## src/rtl/ama_riscv_pipe_ctrl_pkg.sv

```systemverilog
// Shared types for the fetch/decode pipeline flow controller.
// Optional perf counters in the top are enabled by AMA_PIPE_CTRL_PERF_EN.
package ama_riscv_pipe_ctrl_pkg;

  typedef enum logic [1:0] {
    RST        = 2'd0,
    STEADY     = 2'd1,
    STALL_FLOW = 2'd2,
    STALL_IMEM = 2'd3
  } stall_state_t;

  localparam stall_state_t PIPE_CTRL_RST_VAL = RST;

  localparam int RF_AW_DFLT = 5;
  typedef logic [RF_AW_DFLT-1:0] rf_addr_t;

endpackage

```

## src/rtl/ama_riscv_pipe_ctrl_hazard_det.sv

```systemverilog
// Load-use hazard compare between the EXE load destination and DEC sources.
// Purely combinational; x0 never creates a dependency.
module ama_riscv_hazard_det #(
  parameter int RF_AW = 5
) (
  input  logic             dec_val,
  input  logic             exe_load_inst,
  input  logic             exe_rd_we,
  input  logic [RF_AW-1:0] dec_rs1_addr,
  input  logic [RF_AW-1:0] dec_rs2_addr,
  input  logic [RF_AW-1:0] exe_rd_addr,
  output logic             hzd
);

  assign hzd = dec_val & exe_load_inst & exe_rd_we & (exe_rd_addr != '0) &
               ((exe_rd_addr == dec_rs1_addr) | (exe_rd_addr == dec_rs2_addr));

endmodule

```

## src/rtl/ama_riscv_pipe_ctrl.sv

```systemverilog
// Front-end flow controller: sequences pc_we, IF/DEC stalls, EXE bubbles and DEC flushes.
// Perf counters (flow/imem/hazard) exist only when AMA_PIPE_CTRL_PERF_EN is defined.
module ama_riscv_pipe_ctrl
  import ama_riscv_pipe_ctrl_pkg::*;
#(
  parameter int RST_HOLD = 2,
  parameter int RF_AW    = 5,
  parameter int CNT_W    = 32
) (
  input  logic             clk,
  input  logic             rst,
  input  logic             imem_rsp_val,
  input  logic             dec_val,
  input  logic             dec_branch_inst,
  input  logic             dec_jump_inst,
  input  logic [RF_AW-1:0] dec_rs1_addr,
  input  logic [RF_AW-1:0] dec_rs2_addr,
  input  logic             exe_load_inst,
  input  logic [RF_AW-1:0] exe_rd_addr,
  input  logic             exe_rd_we,
  input  logic             exe_flow_res,
  output logic             pc_we,
  output logic             stall_if,
  output logic             stall_dec,
  output logic             bubble_exe,
  output logic             flush_dec,
  output logic [1:0]       state_o
`ifdef AMA_PIPE_CTRL_PERF_EN
  ,
  output logic [CNT_W-1:0] perf_flow_cnt,
  output logic [CNT_W-1:0] perf_imem_cnt,
  output logic [CNT_W-1:0] perf_hzd_cnt
`endif
);

  localparam int HW = (RST_HOLD > 1) ? $clog2(RST_HOLD) : 1;
  localparam logic [HW-1:0] HOLD_LAST = HW'(RST_HOLD - 1);

  stall_state_t    state_q, state_d;
  logic [HW-1:0]   hold_cnt_q, hold_cnt_d;
  logic            hzd;

  ama_riscv_hazard_det #(.RF_AW(RF_AW)) u_hazard_det (
    .dec_val       (dec_val),
    .exe_load_inst (exe_load_inst),
    .exe_rd_we     (exe_rd_we),
    .dec_rs1_addr  (dec_rs1_addr),
    .dec_rs2_addr  (dec_rs2_addr),
    .exe_rd_addr   (exe_rd_addr),
    .hzd           (hzd)
  );

  always_comb begin
    state_d    = state_q;
    hold_cnt_d = hold_cnt_q;
    pc_we      = 1'b0;
    stall_if   = 1'b0;
    stall_dec  = 1'b0;
    bubble_exe = 1'b0;
    flush_dec  = 1'b0;
    case (state_q)
      RST: begin
        stall_if   = 1'b1;
        stall_dec  = 1'b1;
        bubble_exe = 1'b1;
        flush_dec  = 1'b1;
        if (hold_cnt_q == HOLD_LAST) begin
          state_d    = STEADY;
          hold_cnt_d = '0;
        end else begin
          hold_cnt_d = hold_cnt_q + HW'(1);
        end
      end
      STEADY: begin
        // Hazard wins over a branch in DEC: DEC is held, branch seen next cycle
        if (hzd) begin
          stall_if   = 1'b1;
          stall_dec  = 1'b1;
          bubble_exe = 1'b1;
        end else if (dec_val & (dec_branch_inst | dec_jump_inst)) begin
          state_d = STALL_FLOW;
        end else if (!imem_rsp_val) begin
          stall_if   = 1'b1;
          bubble_exe = 1'b1;
          state_d    = STALL_IMEM;
        end else begin
          pc_we = 1'b1;
        end
      end
      STALL_FLOW: begin
        flush_dec = 1'b1;
        if (exe_flow_res) begin
          pc_we   = 1'b1;
          state_d = STEADY;
        end else begin
          bubble_exe = 1'b1;
        end
      end
      STALL_IMEM: begin
        if (imem_rsp_val) begin
          pc_we   = 1'b1;
          state_d = STEADY;
        end else begin
          stall_if   = 1'b1;
          bubble_exe = 1'b1;
        end
      end
      default: state_d = PIPE_CTRL_RST_VAL;
    endcase
  end

  always_ff @(posedge clk) begin
    if (!rst) begin
      state_q    <= PIPE_CTRL_RST_VAL;
      hold_cnt_q <= '0;
    end else begin
      state_q    <= state_d;
      hold_cnt_q <= hold_cnt_d;
    end
  end

  assign state_o = state_q;

`ifdef AMA_PIPE_CTRL_PERF_EN
  logic [CNT_W-1:0] flow_cnt_q, flow_cnt_d;
  logic [CNT_W-1:0] imem_cnt_q, imem_cnt_d;
  logic [CNT_W-1:0] hzd_cnt_q,  hzd_cnt_d;

  // Saturating counters: hold at all-ones rather than wrap
  always_comb begin
    flow_cnt_d = flow_cnt_q;
    imem_cnt_d = imem_cnt_q;
    hzd_cnt_d  = hzd_cnt_q;
    if ((state_q == STALL_FLOW) && (flow_cnt_q != '1)) flow_cnt_d = flow_cnt_q + CNT_W'(1);
    if ((state_q == STALL_IMEM) && (imem_cnt_q != '1)) imem_cnt_d = imem_cnt_q + CNT_W'(1);
    if ((state_q == STEADY) && hzd && (hzd_cnt_q != '1)) hzd_cnt_d = hzd_cnt_q + CNT_W'(1);
  end

  always_ff @(posedge clk) begin
    if (!rst) begin
      flow_cnt_q <= '0;
      imem_cnt_q <= '0;
      hzd_cnt_q  <= '0;
    end else begin
      flow_cnt_q <= flow_cnt_d;
      imem_cnt_q <= imem_cnt_d;
      hzd_cnt_q  <= hzd_cnt_d;
    end
  end

  assign perf_flow_cnt = flow_cnt_q;
  assign perf_imem_cnt = imem_cnt_q;
  assign perf_hzd_cnt  = hzd_cnt_q;
`else
  logic cnt_w_unused;
  assign cnt_w_unused = ^CNT_W;
`endif

endmodule

```

## config.mk

```make
export PLATFORM = sky130hd
export DESIGN_NAME = ama_riscv_pipe_ctrl
export DESIGN_NICKNAME = d
export VERILOG_FILES = /design/src/rtl/ama_riscv_pipe_ctrl_pkg.sv /design/src/rtl/ama_riscv_pipe_ctrl_hazard_det.sv /design/src/rtl/ama_riscv_pipe_ctrl.sv
export SDC_FILE = /design/constraint.sdc
export NUM_CORES = 1
export LEC_CHECK = 0
export ABC_AREA = 1
export CAP_MARGIN = 5
export CORE_AREA = 2 2 39 41
export CTS_CLUSTER_SIZE = 14
export DETAILED_ROUTE_END_ITERATION = 10
export DIE_AREA = 0 0 41 43
export PLACE_DENSITY = 0.8
export SLEW_MARGIN = 40
export SYNTH_ARGS = -nofsm -noshare
export SYNTH_HDL_FRONTEND = slang
export SYNTH_SLANG_ARGS = --single-unit
```

## constraint.sdc

```tcl
create_clock -name clk -period 1.8 [get_ports clk]
set_input_delay 0.36 -clock clk [delete_from_list [all_inputs] [get_ports clk]]
set_output_delay 0.36 -clock clk [all_outputs]
set_load 0.005 [all_outputs]
```

# Word-level counts from Yosys, hierarchy flattened
# Cells that the tools add are included.
# word_totals
inputBits,24
rom_bits,0
latchBits,0
word_cells,46
regBits,3
out_inout_bits,7
ramBits,0
memories,0
# op_classes
div_mod_pow,0
bitwise,7
n_reduce_logical,4
shifts,0
eq_ne,10
muxes,22
n_addsub,1
n_mul,0
magnitude_cmp,0
# op_table
op,count
$mux W2,6
$mux W1,11
$eq A5 B5 Y1,2
$ne A2 B2 Y1 const B,4
$pmux W2 S4,1
$pmux W1 S3,2
$and A1 B1 Y1,5
$reduce_and A5 Y1,1
$reduce_bool A5 Y1,1
$eq A2 B2 Y1 const B,2
$pmux W1 S4,1
$ne A3 B3 Y1 const B,1
$eq A2 B1 Y1 const B,1
$logic_not A2 Y1,1
$or A1 B1 Y1,2
$pmux W1 S2,1
$reduce_or A2 Y1,1
$add A1 B1 Y1 const B,1

# Longest topological paths before layout
# Gate-level depths: netlist (run 1).
# logic_depth
ltp_word,6
ltp_mapped,10
ltp_nobuf,10

# Hierarchy
# Synthesis (run 1) repeated with hierarchy kept, for this count alone.
# hier_totals
hier_cells,87
hier_area_um2,446.7
# modules_own_cells
module,seq_area_each_um2,instances,cells_each,area_each_um2
ama_riscv_pipe_ctrl,60.1,1,42,250.2
ama_riscv_hazard_det,0.0,1,45,196.4

# Worst setup path after synthesis (run 1)
# OpenSTA, ideal clock, no wires.
# synth_path
path_kind,flip-flop to output port
start,"register state_q[0], in the netlist state_o[0]"
end,output pc_we
stages_incl_launch_ff,7
t_required_ns,1.440
arrival_ns,0.922
path_buffers,0
path_slack_ns,0.518
cell_sequence,dfxtp_1 inv_2 nor2_2 nand3_2 inv_1 nand2_1 nand3_1
# synth_via
elab_chain_len,2
elab_cells_between_ends,4
classes_between,eq/ne (3); mux (1)
# synth_rtl
item,line_no,source
start: declaration,ama_riscv_pipe_ctrl.sv:39,"stall_state_t state_q, state_d;"
start signal: assignment,ama_riscv_pipe_ctrl.sv:117,state_q <= state_d;
$eq A2 B2 Y1 / $eq A2 B1 Y1 (equally long branches),ama_riscv_pipe_ctrl.sv:61,case (state_q)
$pmux W1 S3 *,ama_riscv_pipe_ctrl.sv:61,
end: declaration,ama_riscv_pipe_ctrl.sv:22,"output logic pc_we,"
# Every way passes the cells marked *; elsewhere a longest branch is shown, timed or not.

# Final worst setup path (run 1)
# layout_path
start,input dec_rs2_addr[2]
end,output stall_if
# layout_via
elab_chain_len,5
# layout_rtl
item,line_no,source
start: declaration,ama_riscv_pipe_ctrl.sv:17,"input logic [RF_AW-1:0] dec_rs2_addr,"
$eq A5 B5 Y1,ama_riscv_pipe_ctrl_hazard_det.sv:16,((exe_rd_addr == dec_rs1_addr) | (exe_rd_addr == dec_rs2_addr));
$or A1 B1 Y1,ama_riscv_pipe_ctrl_hazard_det.sv:16,
$and A1 B1 Y1,ama_riscv_pipe_ctrl_hazard_det.sv:15,assign hzd = dec_val & exe_load_inst & exe_rd_we & (exe_rd_addr != '0) &
$mux W1,ama_riscv_pipe_ctrl.sv:76,if (hzd) begin
$pmux W1 S3,ama_riscv_pipe_ctrl.sv:61,
end: declaration,ama_riscv_pipe_ctrl.sv:23,"output logic stall_if,"
# No other way between the ends.

==> results of run 1 <==
## synth_stat cells (all sizes together)
library cell	n	area (sq um)
nor2	9	41.29
nand2	29	108.9
clkinv	2	8.750
o21bai	1	7.510
a21oi	3	15.01
nor3	1	5.000
xnor2	2	17.52
inv	21	78.82
nand4	3	18.77
o21ai	2	21.27
nand3	13	80.08
dfxtp	3	60.06
## flip-flops by register name (all words and copies together) (netlist names)
name	cells
hold_cnt_q	1
state_o	2
## power by group through the flow
stage / logic, W / registers [W] / clock network (W)
2_1_floorplan: 0.000263 / 0.000135 / 0
3_5_place_dp: 0.000579 / 0.000127 / 0
5_1_grt: 0.000579 / 0.000132 / 0.000133
4_1_cts: 0.000524 / 0.000126 / 0.000125
3_3_place_gp: 0.000569 / 0.000126 / 0
6_report: 0.000517 / 0.000127 / 0.000120
## cell usage in the layout, fill, tap and decap left out, drive strengths merged, types with 3 or more instances in the layout
cell type      Yosys  layout
nand4              3       3
nor2               9       9
nand2             29      29
buf                0      12
nand3             13      13
dfxtp              3       3
dlygate4sd2        0       6
a21oi              3       3
clkdlybuf4s50      0       7
inv               21      21
clkbuf             0      15
## per-stage QoR
step	setup TNS, ns	util [%]	instance area, sq um	hold slack, ns	cells
after global routing	-0.05278	58.41	808.3	0.5189	148
after floorplan	0	-	462.9	0.4535	89
final	0	58.41	808.3	0.4806	148
after CTS	0	61.39	849.6	0.4759	148
after global placement	-2.165	60.94	843.3	0.4627	143
after detailed placement	-2.234	60.94	843.3	0.4710	143
## kinds of logic after synthesis
logic type,Yosys count
xor gates and xnor gates,2
DFF,3
and+or+nand+nor,55
buffers and inverters,23
AOI/OAI and AO/OA,6
## per-layer routing
metal  part of all wire (%)  vias up
li1                       -      360
met5                      0        -
met3                    5.0        2
met4                   0.76        0
met2                     51       14
met1                     43      290
## layout make-up
type	instances	area, sq um
inverter	23	87.58
clock buffer	4	26.28
tap	16	20.02
fill	153	575.6
sequential	3	60.06
multi-input combinational	63	317.8
timing repair buffer	39	296.5
## worst max path at each step
stage          slack [ns]  cells after the start         end       startpoint
3_5_place_dp        -0.58                     10    stall_if   exe_rd_addr[4]
4_1_cts              0.01                     11    stall_if   exe_rd_addr[3]
6_report             0.06                     11    stall_if  dec_rs2_addr[2]
2_1_floorplan        0.52                      6       pc_we       state_o[0]
5_1_grt             -0.04                      8    stall_if  dec_rs1_addr[2]
3_3_place_gp        -0.56                     10  bubble_exe   exe_rd_addr[4]
## tightest hold or removal path: stages (launching register included)
cell and delay (ns):
dfxtp_1 0.30, nand2_1 0.07, a21oi_1 0.06
## what timing repair did
item                       4_1_cts  5_1_grt
gates resized for setup         38       20
setup endpoints to repair        4        4
pin swaps                       12       11
buffers inserted                 1        0
==> qor.yml, run 1 <==
status:
  status: "complete, no violations"
floorplan:
  fp-row-count: 14
  dieArea_sq_um: 1763
  io_pins: 31
  start_util_pct: 33.45
  die_w_um: 41
  coreArea_sq_um: 1384
  fp.dieH_um: 43
cells_and_area:
  nets: 157
  antennaDiodeCount: 0
  drive_gt1_share_pct: 31.06
  synthToLayoutAreaGrowth_pct: 74.59
cts:
  root_buffer: "clkbuf_4"
  clock_sinks: 3
  cts_tree: "yes"
  clk_latency_ns: 0.24
  htree_num_levels: 1
  path_clk_slew_ns: 0.03
  postCtsHoldBufs: 0
  cts_buffers: 3
  cts_buffer_depth: 2
worst_hold_path:
  holdPathStages: 2
  hold_path_startpoint: "hold_cnt_q"
  holdPathEnd: "hold_cnt_q"
  hp-class: "register to register"
placed_design:
  place_congestion: 0.7796
  hpwl_um: 1114
  place_ws_ns: -0.5758
  port_buffers: 30
synthesis:
  synth_top_family_by_area: "simple AND/OR/NAND/NOR gates"
  yosys_warnings: 0
  synth_fa_ha_area_share_pct: 0
  postSynthCellCount: 89
  ys_seq_elements: 3
  synth_area_sq_um: 462.9
  synth.avg_cell_area_sq_um: 5.202
  ys_seq_area_share_pct: 12.97
  ys_types: 17
  synth-simple-area-share_pct: 54.86
  synth_nets: 113
  muxShareOfSynthArea_pct: 0
  synth_compound_area_share_pct: 9.459
  yosys.area_share.xor_xnor_pct: 3.784
routing:
  drt-total-wl_um: 1315
  firstDrtPassIters: 4
  drc: 0
  wire_per_inst_um: 8.885
  ant_nets: 0
  drtIter0Drc: 10
  vias_per_cell: 4.500
  via_count: 666
pwr:
  p_leak_nw: 0.4772
  p_clk_share_pct: 15.7
  p_comb_share_pct: 67.6
  seqPwrFrac_pct: 16.7
  total_power_w: 0.0007645
  p_int_w: 0.0004412
  vdd_drop_max_mv: 0.6535
  power_per_cell_area_nw_per_um2: 945.8
  p_sw_share_pct: 42.29
  p_sw_w: 0.0003233
worst_setup_path:
  crit_arrival_ns: 1.38
  crit_top_cell: "nand2_1"
  r2r-end: "state_o[1]"
  critPathLaunchType: "input port"
  cp.required_ns: 1.44
  crit_family: "simple AND/OR/NAND/NOR gates"
  cp_slowest_stage_delay_ns: 0.22
  crit_chain: "dlygate4sd2_1 > inv_1 > nand2_1 > nand2_1 > nor2_1 > nand3_1 > nand2_2 > nand3_2 > buf_6 > nand4_1 > buf_2"
  critPathMaxFanout: 3
  critPathKind: "input port to output port"
  end_kind: "output port"
  r2r_cells: 8
  path_buf_inv: 4
  timing.rr.start: "state_o[1]"
  r2r_slack_ns: 0.55
  crit_slowest_cell: "dlygate4sd2_1"
grt:
  grt_max_degree: 8
  grt_pass1_wl_um: 2221
  gr-total-overflow: 0
  top_usage_layer: "met2"
  antenna_found_initial: 0
  grtUsageMet3_pct: 5.236
  grt_usage_pct: 17.92
  grt_use_met1_pct: 21.34
  grt_pass1_vias: 596
  use_met2_pct: 30.00
timing:
  period_needed_ns: 1.737
  clock.fmax_mhz: 575.8
  setup_violations: 0
  relSlewSlack_pct: 82.54
  setup_slack_ns: 0.06321
  skew_ns: 0.001973
  fin_crit_sh_pct: 96.49
  finalHoldViolCount: 0
  tightest_slew_ns: 0.2615
  drv_slew: 0
flow_run:
  cap_violations: 0
No activity file was read; power rests on OpenSTA's default activity.
==> inputs of run 2 (changes only) <==
--- a/config.mk
+++ b/config.mk
@@ -12,6 +12,7 @@
 export DETAILED_ROUTE_END_ITERATION = 10
 export DIE_AREA = 0 0 41 43
 export PLACE_DENSITY = 0.8
+export SETUP_SLACK_MARGIN = 0.02
 export SLEW_MARGIN = 40
 export SYNTH_ARGS = -nofsm -noshare
 export SYNTH_HDL_FRONTEND = slang
==> run 2 against run 1 <==
Clock-buffer cell count unchanged. Flip-flop and latch count unchanged. Final cell count increased by 0.68%. Total power increased by 0.19%. Critical endpoint unchanged. Highest routed layer is now met3. Sequential power about the same. Global-route usage unchanged. Wire length increased by 0.84%. Largest power group unchanged.
==> qor.yml, run 2 (synthesis results as in run 1) <==
floorplan:
  dieArea_sq_um: 1763  # unchanged
  start_util_pct: 33.45  # unchanged
  coreArea_sq_um: 1384  # unchanged
  die_w_um: 41  # unchanged
  io_pins: 31  # unchanged
  fp-row-count: 14  # unchanged
  fp.dieH_um: 43  # unchanged
cells_and_area:
  drive_gt1_share_pct: 33.08  # +2.0 points
  final_area_sq_um: 822.0  # +1.7%
  fin_util_pct: 59.40  # +0.99 points
  final_cell_mix: "27 x nand2_1, 14 x inv_1, 10 x nand3_1"
  nets: 158  # +0.64%
  largest_reg_flops: 2  # unchanged
  mostFrequentLayoutCell: "nand2_1"
  antennaDiodeCount: 0  # unchanged
  synthToLayoutAreaGrowth_pct: 77.57
routing:
  wire_per_inst_um: 8.899  # +0.16%
  ant_nets: 0  # unchanged
  via_count: 670  # +0.60%
  drc: 0  # unchanged
  firstDrtPassIters: 4  # unchanged
  vias_per_cell: 4.497  # about the same
  drtIter0Drc: 12  # +2
  drt-total-wl_um: 1326  # +0.84%
cts:
  cts_buffer_depth: 2  # unchanged
  clock_sinks: 3  # unchanged
  path_clk_slew_ns: 0.03  # about the same
  htree_num_levels: 1  # unchanged
  cts_buffers: 3  # unchanged
  cts_tree: "yes"
  clk_latency_ns: 0.24  # about the same
  root_buffer: "clkbuf_4"
timing:
  relSlewSlack_pct: 82.72  # +0.18 points
  fin_crit_sh_pct: 95.51  # -0.97 points
  period_needed_ns: 1.719  # -0.01752 ns
  whs_ns: 0.4807  # +0.0001060 ns
  setup_violations: 0  # unchanged
  finalHoldViolCount: 0  # unchanged
  clock.fmax_mhz: 581.6  # +1.0%
  drv_slew: 0  # unchanged
  tightest_slew_ns: 0.2588  # -0.002676 ns
  skew_ns: 0.001990  # +0.00001768 ns
placed_design:
  dpl_cell_area_sq_um: 843.3  # unchanged
  hpwl_um: 1114  # unchanged
  port_buffers: 30  # unchanged
  place_congestion: 0.7796  # unchanged
grt:
  grt_pass1_vias: 596  # unchanged
  antenna_found_initial: 0  # unchanged
  grt_max_degree: 8  # unchanged
  grt_pass1_wl_um: 2221  # unchanged
  grt_usage_pct: 17.92  # unchanged
  gr-total-overflow: 0  # unchanged
worst_setup_path:
  cp_slowest_stage_delay_ns: 0.24  # +0.02 ns
  cp_num_cells: 8  # -3
  cp.required_ns: 1.44  # about the same
  crit_slowest_cell: "dlygate4sd2_1"
  crit_family: "buffers and inverters"
  critPathLaunchType: "input port"
  critPathMaxFanout: 3  # unchanged
  crit_arrival_ns: 1.36  # -0.02 ns
  r2r-end: "state_o[1]"
  crit_chain: "dlygate4sd2_1 > xnor2_1 > nand3_1 > nand2_2 > nand3_2 > buf_6 > nand4_1 > buf_2"
  worstSetupEndpoint: "stall_if"
  cp-startpoint: "dec_rs1_addr[2]"
  timing.rr.start: "state_o[1]"
  critPathKind: "input port to output port"
  r2r_slack_ns: 0.55  # about the same
  end_kind: "output port"
  r2r_cells: 8  # unchanged
  path_buf_inv: 3  # -1
flow_run:
  cap_violations: 0  # unchanged
worst_hold_path:
  hp-class: "register to register"
pwr:
  p_leak_nw: 0.4891  # +2.5%
  power_per_cell_area_nw_per_um2: 931.7  # -1.5%
  vdd_drop_max_mv: 0.6468  # -1.0%
status:
  status: "complete, no violations"
[run 2: changes by cell type in the layout (fill, tap and decap cells not counted), sizes merged]
cell	previous run	this run
clkdlybuf4s15	2	3
clkbuf	15	13
buf	12	15
clkdlybuf4s50	7	6
dlygate4sd2	6	5
dlymetal6s2s	1	2
[run 2: per-layer routing]
metal  global-route usage (%)  vias to the layer above  share of wire [%]
met3                    5.236                        0                5.1
met4                    4.000                        0                  0
met1                    21.34                      291                 42
met5                        0                        -                  0
met2                    30.00                       17                 52
li1                         -                      362                  -
[run 2: power breakdown]
part           switching [W]  internal, W  leakage, nW
Clock              0.0000351    0.0000830       0.0150
Sequential         0.0000302    0.0000973       0.0249
Combinational       0.000258     0.000263        0.449
[run 2: worst min-delay path: stages, from the launching register on]
cell	delay, ns
dfxtp_1	0.30
nand2_1	0.07
a21oi_1	0.06
[run 2: cell type report]
class	instances	area (sq um)
Clock buffer	4	26.28
Fill cell	148	561.8
Inverter	23	87.58
Multi-Input combinational cell	63	320.3
Sequential cell	3	60.06
Tap cell	16	20.02
Timing Repair Buffer	40	307.8
[run 2: how the worst min path moves through the flow]
stage / startpoint / endpoint / slack [ns] / cells past startpoint
detailed placement: hold_cnt_q / hold_cnt_q / 0.47 / 2
floorplan: hold_cnt_q / hold_cnt_q / 0.45 / 2
finish: hold_cnt_q / hold_cnt_q / 0.48 / 2
CTS: hold_cnt_q / hold_cnt_q / 0.48 / 2
global route: hold_cnt_q / hold_cnt_q / 0.52 / 2
global placement: hold_cnt_q / hold_cnt_q / 0.46 / 2
[run 2: metrics by stage]
step	total power [W]	std cells	setup TNS, ns	setup WS (ns)
after global placement	0.0006950	143	-2.165	-0.5561
after floorplan	0.0003983	89	0	0.5185
after detailed placement	0.0007062	143	-2.234	-0.5758
after CTS	0.0007756	148	0	0.02649
after global routing	0.0008460	149	-0.01687	-0.01687
final	0.0007659	149	0	0.08073
[run 2: timing repair]
item | 4_1_cts | 5_1_grt
buffers inserted | 1 | 1
pin swaps | 13 | 12
resized for setup | 41 | 23
hold buffers | 0 | 0
endpoints found under the hold margin | 0 | 0
setup endpoints to repair | 4 | 4
==> inputs of run 3 (changes only) <==
==> constraint.sdc (replaced) <==
create_clock -name clk -period 1.8 [get_ports clk]
set_input_delay 0.54 -clock clk [delete_from_list [all_inputs] [get_ports clk]]
set_output_delay 0.54 -clock clk [all_outputs]
set_load 0.005 [all_outputs]
==> run 3 against run 2 <==
The flow now finishes with violations (negative setup slack). Core utilization grew 6.6 points. Clock power hardly changed. Critical endpoint unchanged. Clock skew increased by 0.0015 ns.
==> qor.yml, run 3 (synthesis results as in run 1) <==
floorplan:
  fp-row-count: 14  # unchanged
  dieArea_sq_um: 1763  # unchanged
  die_w_um: 41  # unchanged
  coreArea_sq_um: 1384  # unchanged
  io_pins: 31  # unchanged
  fp.dieH_um: 43  # unchanged
  start_util_pct: 33.45  # unchanged
pwr:
  p_leak_nw: 0.5196  # +6.2%
  power_per_cell_area_nw_per_um2: 941.9  # +1.1%
  total_power_w: 0.0008603  # +12%
  vdd_drop_max_mv: 0.6403  # -1.0%
cells_and_area:
  largest_reg_flops: 2  # unchanged
  synthToLayoutAreaGrowth_pct: 97.30
  drive_gt1_share_pct: 44.20  # +11 points
  antennaDiodeCount: 0  # unchanged
  mostFrequentLayoutCell: "nand2_1"
  fin_util_pct: 66.00  # +6.6 points
  final_area_sq_um: 913.4  # +11%
  final_cell_mix: "27 x nand2_1, 14 x buf_4, 12 x inv_1"
  nets: 163  # +3.2%
placed_design:
  dpl_cell_area_sq_um: 880.8  # +4.5%
  place_ws_ns: -0.9990  # -0.4231 ns
  port_buffers: 30  # unchanged
  hpwl_um: 1204  # +8.1%
  place_congestion: 0.7875  # +1.0%
worst_setup_path:
  r2r_slack_ns: 0.50  # -0.05 ns
  critPathKind: "input port to output port"
  timing.rr.start: "state_o[1]"
  critPathLaunchType: "input port"
  critPathMaxFanout: 3  # unchanged
  crit_arrival_ns: 1.48  # +0.12 ns
  end_kind: "output port"
  r2r_cells: 10  # +2
  r2r-end: "state_o[1]"
  cp.required_ns: 1.26  # -0.18 ns
status:
  status: "complete, but fails checks"
  violations: "negative setup slack"
grt:
  grt_pass1_wl_um: 2449  # +10%
  grtUsageMet3_pct: 3.141  # -2.1 points
  grt_pass1_vias: 635  # +6.5%
  grt_max_degree: 7  # -1
  top_usage_layer: "met2"
  antenna_found_initial: 0  # unchanged
  use_met2_pct: 31.87  # +1.9 points
  grt_usage_pct: 19.76  # +1.8 points
  grt_use_met1_pct: 24.68  # +3.3 points
  gr-total-overflow: 0  # unchanged
timing:
  setup_slack_ns: -0.2219  # -0.3026 ns
  period_needed_ns: 2.022  # +0.3026 ns
  clock.fmax_mhz: 494.6  # -15%
  fin_crit_sh_pct: 112.3  # +17 points
  whs_ns: 0.4722  # -0.008497 ns
  tightest_slew_ns: 0.2032  # -0.05562 ns
  relSlewSlack_pct: 86.44  # +3.7 points
  finalHoldViolCount: 0  # unchanged
  drv_slew: 0  # unchanged
  rsz0062_at_grt: "yes"
  skew_ns: 0.003446  # +0.001455 ns
  setup_violations: 4  # +4
cts:
  cts_buffers: 3  # unchanged
  postCtsHoldBufs: 0  # unchanged
  cts_tree: "yes"
  root_buffer: "clkbuf_4"
  htree_num_levels: 1  # unchanged
  clk_latency_ns: 0.23  # about the same
  path_clk_slew_ns: 0.03  # about the same
  clock_sinks: 3  # unchanged
  cts_buffer_depth: 2  # unchanged
routing:
  wire_per_inst_um: 8.916  # +0.18%
  ant_nets: 0  # unchanged
  vias_per_cell: 4.519  # +0.51%
  drtIter0Drc: 6  # -6
  firstDrtPassIters: 4  # unchanged
  via_count: 696  # +3.9%
  drt-total-wl_um: 1373  # +3.5%
  drc: 0  # unchanged
worst_hold_path:
  holdPathEnd: "hold_cnt_q"
  hp-class: "register to register"
  holdPathStages: 2  # unchanged
  hold_path_startpoint: "hold_cnt_q"
flow_run:
  cap_violations: 0  # unchanged
[run 3: power breakdown]
group	switching [W]	internal [W]	leakage [nW]	total, W
logic	0.000277	0.000334	0.479	0.000612
clock network	0.0000349	0.0000831	0.0150	0.000118
registers	0.0000266	0.000104	0.0258	0.000131
[run 3: layer usage]
layer / vias up / part of all wire [%] / wire length (um)
met4: 0 / 0.73 / 10
met3: 2 / 4.4 / 61
met1: 305 / 43 / 587
li1: 370 / - / -
met2: 19 / 52 / 714
met5: - / 0 / 0
[run 3: cell type report]
| type | count | area, sq um |
|---|---|---|
| Tap cell | 16 | 20.02 |
| Timing Repair Buffer | 45 | 386.6 |
| Sequential cell | 3 | 65.06 |
| Multi-Input combinational cell | 63 | 327.8 |
| Fill cell | 130 | 470.5 |
| Clock buffer | 4 | 26.28 |
| Inverter | 23 | 87.58 |
[run 3: worst max-delay path by stage]
stage	from	end	slack, ns
after floorplan	dec_rs1_addr[4]	pc_we	0.19
after global placement	exe_rd_addr[4]	bubble_exe	-0.92
after detailed placement	exe_rd_addr[4]	stall_if	-1.0
after CTS	dec_rs2_addr[0]	stall_if	-0.23
after global routing	dec_rs1_addr[1]	stall_if	-0.27
final	exe_load_inst	stall_if	-0.22
[run 3: what timing repair did]
item                       in CTS  in global routing
cloned                          0                  0
pin swaps                      24                 11
setup endpoints to repair       7                  6
gates resized for setup        97                 12
buffers inserted                1                  1
[run 3: metrics by stage]
step                instances  setup TNS (ns)
floorplan                  89               0
global route              154         -0.7372
CTS                       153         -0.5349
detailed placement        148          -4.082
global placement          148          -3.817
finish                    154         -0.5288
[run 3: critical path, stage by stage]
cell and delay [ns]:
clkdlybuf4s15_1 0.18, nand3_2 0.07, o21bai_1 0.17, inv_1 0.10, nand3_2 0.11, buf_6 0.13
nand4_1 0.06, buf_2 0.12
